**src/rtl/addr_burst_if.sv**
```systemverilog
// addr_burst_if
//   Groups the bus-side signals of the burst address register.
//   master: drives the command inputs (en, dIn, start, burst_len, step, abort)
//           and observes the status outputs.
//   slave : the address register itself.
//   Signals:
//     en        load strobe; dIn is captured into dOut (IDLE only)
//     dIn       address from the bus
//     start     begin a burst from the current dOut
//     burst_len number of increments in the burst
//     step      one-cycle advance pulse during a burst
//     abort     cancel a burst in progress
//     dOut      current address to RAM
//     busy      high while a burst is running
//     done      one-cycle pulse when a burst completes
//     wrapped   sticky flag: an increment wrapped max->0
//     err       sticky flag: overflow with wrapping disabled
interface addr_burst_if #(
  parameter int ADDR_W = 4,
  parameter int LEN_W  = 4
);
  logic              en;
  logic [ADDR_W-1:0] dIn;
  logic              start;
  logic [LEN_W-1:0]  burst_len;
  logic              step;
  logic              abort;
  logic [ADDR_W-1:0] dOut;
  logic              busy;
  logic              done;
  logic              wrapped;
  logic              err;

  modport master (
    output en, dIn, start, burst_len, step, abort,
    input  dOut, busy, done, wrapped, err
  );

  modport slave (
    input  en, dIn, start, burst_len, step, abort,
    output dOut, busy, done, wrapped, err
  );
endinterface

```
**src/rtl/addr_burst_reg.sv**
```systemverilog
// addr_burst_reg
//   Memory address register for the 4-bit computer datapath. Loads the RAM
//   address from the bus, or runs a counted burst that advances the address
//   once per step pulse. All outputs are registered.
//   Ports:
//     clk   rising-edge clock
//     rst   asynchronous, active-high reset
//     bus   addr_burst_if.slave (en, dIn, start, burst_len, step, abort in;
//           dOut, busy, done, wrapped, err out)
//   Parameters:
//     ADDR_W   address width; the address wraps modulo 2**ADDR_W
//     LEN_W    burst-length counter width
//     WRAP_EN  1: stepping past max wraps to 0; 0: it ends the burst with err
module addr_burst_reg #(
  parameter int ADDR_W  = 4,
  parameter int LEN_W   = 4,
  parameter bit WRAP_EN = 1'b1
) (
  input  logic         clk,
  input  logic         rst,
  addr_burst_if.slave  bus
);

  typedef enum logic [1:0] {
    IDLE  = 2'd0,
    BURST = 2'd1,
    DONE  = 2'd2
  } state_t;

  localparam logic [ADDR_W-1:0] ADDR_MAX = {ADDR_W{1'b1}};

  state_t            state_q, state_d;
  logic [ADDR_W-1:0] addr_q, addr_d;
  logic [LEN_W-1:0]  rem_q, rem_d;
  logic              wrapped_q, wrapped_d;
  logic              err_q, err_d;
  logic              busy_q, done_q;

  // State register
  always_ff @(posedge clk or posedge rst) begin
    if (rst) begin
      state_q <= IDLE;
    end else begin
      state_q <= state_d;
    end
  end

  // Datapath and status registers; busy/done are registered decodes of the
  // next state so they line up exactly with BURST/DONE.
  always_ff @(posedge clk or posedge rst) begin
    if (rst) begin
      addr_q    <= '0;
      rem_q     <= '0;
      wrapped_q <= 1'b0;
      err_q     <= 1'b0;
      busy_q    <= 1'b0;
      done_q    <= 1'b0;
    end else begin
      addr_q    <= addr_d;
      rem_q     <= rem_d;
      wrapped_q <= wrapped_d;
      err_q     <= err_d;
      busy_q    <= (state_d == BURST);
      done_q    <= (state_d == DONE);
    end
  end

  // Next-state and next-datapath logic
  always_comb begin
    state_d   = state_q;
    addr_d    = addr_q;
    rem_d     = rem_q;
    wrapped_d = wrapped_q;
    err_d     = err_q;

    unique case (state_q)
      IDLE: begin
        // A load wins over a start in the same cycle.
        if (bus.en) begin
          addr_d    = bus.dIn;
          wrapped_d = 1'b0;
          err_d     = 1'b0;
        end else if (bus.start) begin
          if (bus.burst_len != '0) begin
            rem_d     = bus.burst_len;
            wrapped_d = 1'b0;
            err_d     = 1'b0;
            state_d   = BURST;
          end else begin
            // Zero-length burst: report completion without moving dOut.
            state_d = DONE;
          end
        end
      end

      BURST: begin
        if (bus.abort) begin
          state_d = IDLE;
        end else if (bus.step) begin
          if (addr_q != ADDR_MAX) begin
            addr_d = addr_q + 1'b1;
            rem_d  = rem_q - 1'b1;
            if (rem_q == LEN_W'(1)) state_d = DONE;
          end else if (WRAP_EN) begin
            addr_d    = '0;
            wrapped_d = 1'b1;
            rem_d     = rem_q - 1'b1;
            if (rem_q == LEN_W'(1)) state_d = DONE;
          end else begin
            // Overflow without wrapping truncates the burst; dOut stays at max.
            err_d   = 1'b1;
            state_d = DONE;
          end
        end
      end

      DONE: begin
        state_d = IDLE;
      end

      default: begin
        state_d = IDLE;
      end
    endcase
  end

  assign bus.dOut    = addr_q;
  assign bus.busy    = busy_q;
  assign bus.done    = done_q;
  assign bus.wrapped = wrapped_q;
  assign bus.err     = err_q;

endmodule
```
**src/flat_wrapper.sv**
```systemverilog
// flat-port wrapper written by rule: the top's interface ports become plain ports
module addr_burst_reg_flat 
#(
  parameter int ADDR_W  = 4,
  parameter int LEN_W   = 4,
  parameter bit WRAP_EN = 1'b1
)
  (clk, rst, bus_en, bus_dIn, bus_start, bus_burst_len, bus_step, bus_abort, bus_dOut, bus_busy, bus_done, bus_wrapped, bus_err);
  addr_burst_if #(.ADDR_W(ADDR_W), .LEN_W(LEN_W)) bus_i ();
  input  logic clk;
  input  logic rst;
  input wire logic [$bits(bus_i.en)-1:0] bus_en;
  input wire logic [$bits(bus_i.dIn)-1:0] bus_dIn;
  input wire logic [$bits(bus_i.start)-1:0] bus_start;
  input wire logic [$bits(bus_i.burst_len)-1:0] bus_burst_len;
  input wire logic [$bits(bus_i.step)-1:0] bus_step;
  input wire logic [$bits(bus_i.abort)-1:0] bus_abort;
  output wire logic [$bits(bus_i.dOut)-1:0] bus_dOut;
  output wire logic [$bits(bus_i.busy)-1:0] bus_busy;
  output wire logic [$bits(bus_i.done)-1:0] bus_done;
  output wire logic [$bits(bus_i.wrapped)-1:0] bus_wrapped;
  output wire logic [$bits(bus_i.err)-1:0] bus_err;
  assign bus_i.en = bus_en;
  assign bus_i.dIn = bus_dIn;
  assign bus_i.start = bus_start;
  assign bus_i.burst_len = bus_burst_len;
  assign bus_i.step = bus_step;
  assign bus_i.abort = bus_abort;
  assign bus_dOut = bus_i.dOut;
  assign bus_busy = bus_i.busy;
  assign bus_done = bus_i.done;
  assign bus_wrapped = bus_i.wrapped;
  assign bus_err = bus_i.err;
  addr_burst_reg #(.ADDR_W(ADDR_W), .LEN_W(LEN_W), .WRAP_EN(WRAP_EN)) u_core (.clk(clk), .rst(rst), .bus(bus_i));
endmodule
```
**config.mk**
```make
export PLATFORM = sky130hd
export DESIGN_NAME = addr_burst_reg_flat
export DESIGN_NICKNAME = d
export VERILOG_FILES = /design/src/rtl/addr_burst_if.sv /design/src/rtl/addr_burst_reg.sv /design/src/flat_wrapper.sv
export SDC_FILE = /design/constraint.sdc
export NUM_CORES = 1
export LEC_CHECK = 0
export CORE_ASPECT_RATIO = 1.1
export CORE_MARGIN = 5
export CORE_UTILIZATION = 45
export DETAILED_ROUTE_END_ITERATION = 7
export PLACE_DENSITY = 0.78
export SYNTH_ARGS = -nofsm -noshare
export SYNTH_HDL_FRONTEND = slang
export SYNTH_SLANG_ARGS = --single-unit
```
**constraint.sdc**
```tcl
create_clock -name clk -period 2.54 [get_ports clk]
set_input_delay 0.254 -clock clk [delete_from_list [all_inputs] [get_ports clk]]
set_output_delay 0.254 -clock clk [all_outputs]
set_load 0.05 [all_outputs]
```
==> impl_metrics.sql <==
INSERT INTO impl_metrics (metric_group, metric, value, unit) VALUES
('placed_design', 'numPortBuffers', '20', ''),
('drt', 'pre_antenna_drt_iters', '4', ''),
('setup_path', 'cp.depth', '1', ''),
('setup_path', 'critPathBufInv', '1', ''),
('setup_path', 'path_class', 'reg -> out', ''),
('sta', 'fin_setup_tns', '0', 'ns'),
('hold_path', 'holdCritPathClass', 'in -> async', ''),
('drt', 'detailedRoute.firstIterationViolations', '24', ''),
('drt', 'wl_per_cell', '15.6', 'um'),
('clocking', 'post_cts_resized', '0', ''),
('clocking', 'tritoncts_clock_tree', 'yes', ''),
('setup_path', 'timing.critical_path.slowest_stage_cell', 'clkdlybuf4s50_1', ''),
('logic_synthesis', 'yosys-top-cells-area', 'dfrtp_1 36%, mux2i_1 5.5%, a21oi_1 4.4%', ''),
('finish', 'post_route_cells_drive_above_1_share', '7.89', '%'),
('power', 'power_leakage', '0.449', 'nW'),
('die', 'io_pins', '22', ''),
('sta', 'finalHoldViolations', '0', ''),
('setup_path', 'crit_start', 'u_core.bus.dOut[0]$_DFFE_PP0P_', ''),
('drt', 'drc', '0', ''),
('global_routing', 'grt_antenna_before_repair', '0', ''),
('drt', 'vias', '839', ''),
('drt', 'm1WireLength', '975', 'um'),
('logic_synthesis', 'cell_count_after_synthesis', '94', ''),
('clocking', 'cts.path.max_buffers', '2', ''),
('drt', 'detail-route-antenna-nets', '0', ''),
('die', 'start_util', '46.2', '%'),
('clocking', 'cts_setup_buffers', '0', ''),
('logic_synthesis', 'mappedNetlistNets', '111', ''),
('logic_synthesis', 'synthFlopType', 'dfrtp_1', ''),
('sta', 'worst_pin_slew', '0.568', 'ns'),
('logic_synthesis', 'synth_area_leader_cell', 'dfrtp_1', ''),
('clocking', 'numClockSinks', '13', ''),
('finish', 'antennaDiodeCount', '0', ''),
('placed_design', 'dp_worst_setup_slack', '0.712', 'ns'),
('logic_synthesis', 'synth.lib_cells_used.distinct', '43', ''),
('die', 'design.core.area', '1960', 'um2'),
('drt', 'routed-wl-met3', '151', 'um'),
('setup_path', 'r2r.worst_path.cells', '3', ''),
('logic_synthesis', 'post_synth_instance_area', '905', 'um2'),
('logic_synthesis', 'netlist.area_leader.share', '36.0', '%'),
('drt', 'top_layer', 'met4', ''),
('clocking', 'cts.reportedPaths.clkPinSlew', '0.09', 'ns'),
('clocking', 'cts_hold_repair.buffers', '0', ''),
('die', 'die-height', '57.0', 'um'),
('sta', 'max_transition_viols_final', '0', ''),
('setup_path', 'cp_cell_instances', 'clkdlybuf4s50_1', ''),
('setup_path', 'critical_path_peak_fanout', '6', ''),
('sta', 'post-route-min-period', '1.82', 'ns'),
('die', 'floorplan.die_area', '3010', 'um2'),
('global_routing', 'gr-usage-all-layers', '15.9', '%'),
('logic_synthesis', 'synth.ff_latch_count', '13', ''),
('drt', 'met2RoutedLength', '1080', 'um'),
('run_status', 'outcome', 'complete, no violations', ''),
('finish', 'nets', '132', ''),
('logic_synthesis', 'yosys_warnings', '0', ''),
('setup_path', 'r2r_slack', '0.89', 'ns'),
('setup_path', 'worstReg2RegStart', 'u_core.state_q[0]$_DFF_PP0_', ''),
('finish', 'fillers', '185', ''),
('clocking', 'clk_latency', '0.28', 'ns'),
('power', 'worst_case_vdd_ir_drop', '0.438', 'mV'),
('sta', 'final_min_period_over_clock_period', '71.7', '%'),
('logic_synthesis', 'synth-async-reset-ratio', '100', '%'),
('sta', 'grt_setup_unrepaired', 'false', ''),
('clocking', 'clock-root-buffer', 'clkbuf_4', ''),
('setup_path', 'crit_family', 'buffers and inverters', ''),
('placed_design', 'globalplace.congestion', '0.858', ''),
('setup_path', 'critical_path.endpoint', 'bus_dOut[0]', ''),
('logic_synthesis', 'synth_edf_count', '0', ''),
('die', 'rows', '17', ''),
('sta', 'fin_ws', '0.718', 'ns'),
('setup_path', 'startpoint_type_of_the_worst_setup_path', 'flip-flop', '');
[kinds of logic (layout without fill, tap and decap cells)]
group / after synthesis / in the layout / synth area share (%)
AOI/OAI and AO/OA: 29 / 29 / 24.6
adders and majority gates: 3 / 3 / 4.15
buffers and inverters: 12 / 32 / 6.50
DFF: 13 / 13 / 36.0
muxes: 5 / 5 / 5.53
other: 1 / 1 / 0.415
and+or+nand+nor: 31 / 31 / 22.8
[cells in the mapped netlist (2+ instances only)]
library cell / n
dfrtp_1: 13
a21oi_1: 8
inv_1: 7
mux2i_1: 5
nand2_1: 5
a211oi_1: 3
ha_1: 3
nand2b_1: 3
nand3b_1: 3
nor2_1: 3
a2bb2oi_1: 2
buf_2: 2
nand4_1: 2
nor2b_1: 2
nor3_1: 2
nor3b_1: 2
o211ai_1: 2
o21ai_0: 2
[metrics by stage]
stage / power, mW / utilization (%) / std cells / hold slack, ns / area (um2)
global route: 1.04 / 58.3 / 142 / 0.367 / 1140
finish: 0.971 / 58.3 / 142 / 0.298 / 1140
CTS: 0.977 / 58.3 / 142 / 0.319 / 1140
detailed placement: 0.846 / 57.0 / 138 / 0.615 / 1110
floorplan: 0.690 / - / 94 / 0.131 / 905
global placement: 0.832 / 57.0 / 138 / 0.600 / 1110
[per-layer routing]
layer | vias to the layer above | track usage [%]
met5 | - | 0
met1 | 403 | 19.9
li1 | 400 | -
met4 | 0 | 5.47
met3 | 4 | 3.92
met2 | 32 | 26.2
[layout by cell type (no fill, tap or decap), drive strengths merged, types with 3 or more instances in the layout]
cell           synthesis  routed
clkdlybuf4s50          0      20
dfrtp                 13      13
a21oi                  8       8
inv                    7       7
nand2                  5       5
mux2i                  5       5
clkbuf                 1       4
nand3b                 3       3
nand2b                 3       3
a211oi                 3       3
nor2                   3       3
ha                     3       3
[layout make-up]
| class | count | area (um2) | share of cell area [%] |
|---|---|---|---|
| tap | 28 | 35.0 | 3.07 |
| sequential | 13 | 325 | 28.5 |
| clock buffer | 4 | 26.3 | 2.30 |
| timing repair buffer | 21 | 208 | 18.2 |
| inverter | 7 | 26.3 | 2.30 |
| multi-input combinational | 69 | 520 | 45.6 |
[sequential cells by signal, indices dropped and copies added, names as in the netlist]
name / count
u_core.state_q: 2
u_core.bus.busy: 1
u_core.bus.dOut: 4
u_core.bus.wrapped: 1
u_core.bus.done: 1
u_core.rem_q: 4
[worst min path at each step]
stage                                           endpoint  slack, ns  depth (start not counted)
after detailed placement     u_core.rem_q[3]$_DFFE_PP0P_       0.62                          2
after floorplan                u_core.bus.busy$_DFF_PP0_       0.13                          1
after global placement    u_core.bus.dOut[1]$_DFFE_PP0P_       0.60                          2
after CTS                 u_core.bus.dOut[0]$_DFFE_PP0P_       0.32                          2
after global routing      u_core.bus.wrapped$_DFFE_PP0P_       0.37                          2
final                     u_core.bus.dOut[0]$_DFFE_PP0P_       0.30                          2
[power by group]
| part | internal, mW | switching, mW |
|---|---|---|
| combinational | 0.203 | 0.272 |
| clock | 0.0608 | 0.0680 |
| sequential | 0.273 | 0.0952 |
No activity file was read; power rests on OpenSTA's default activity.
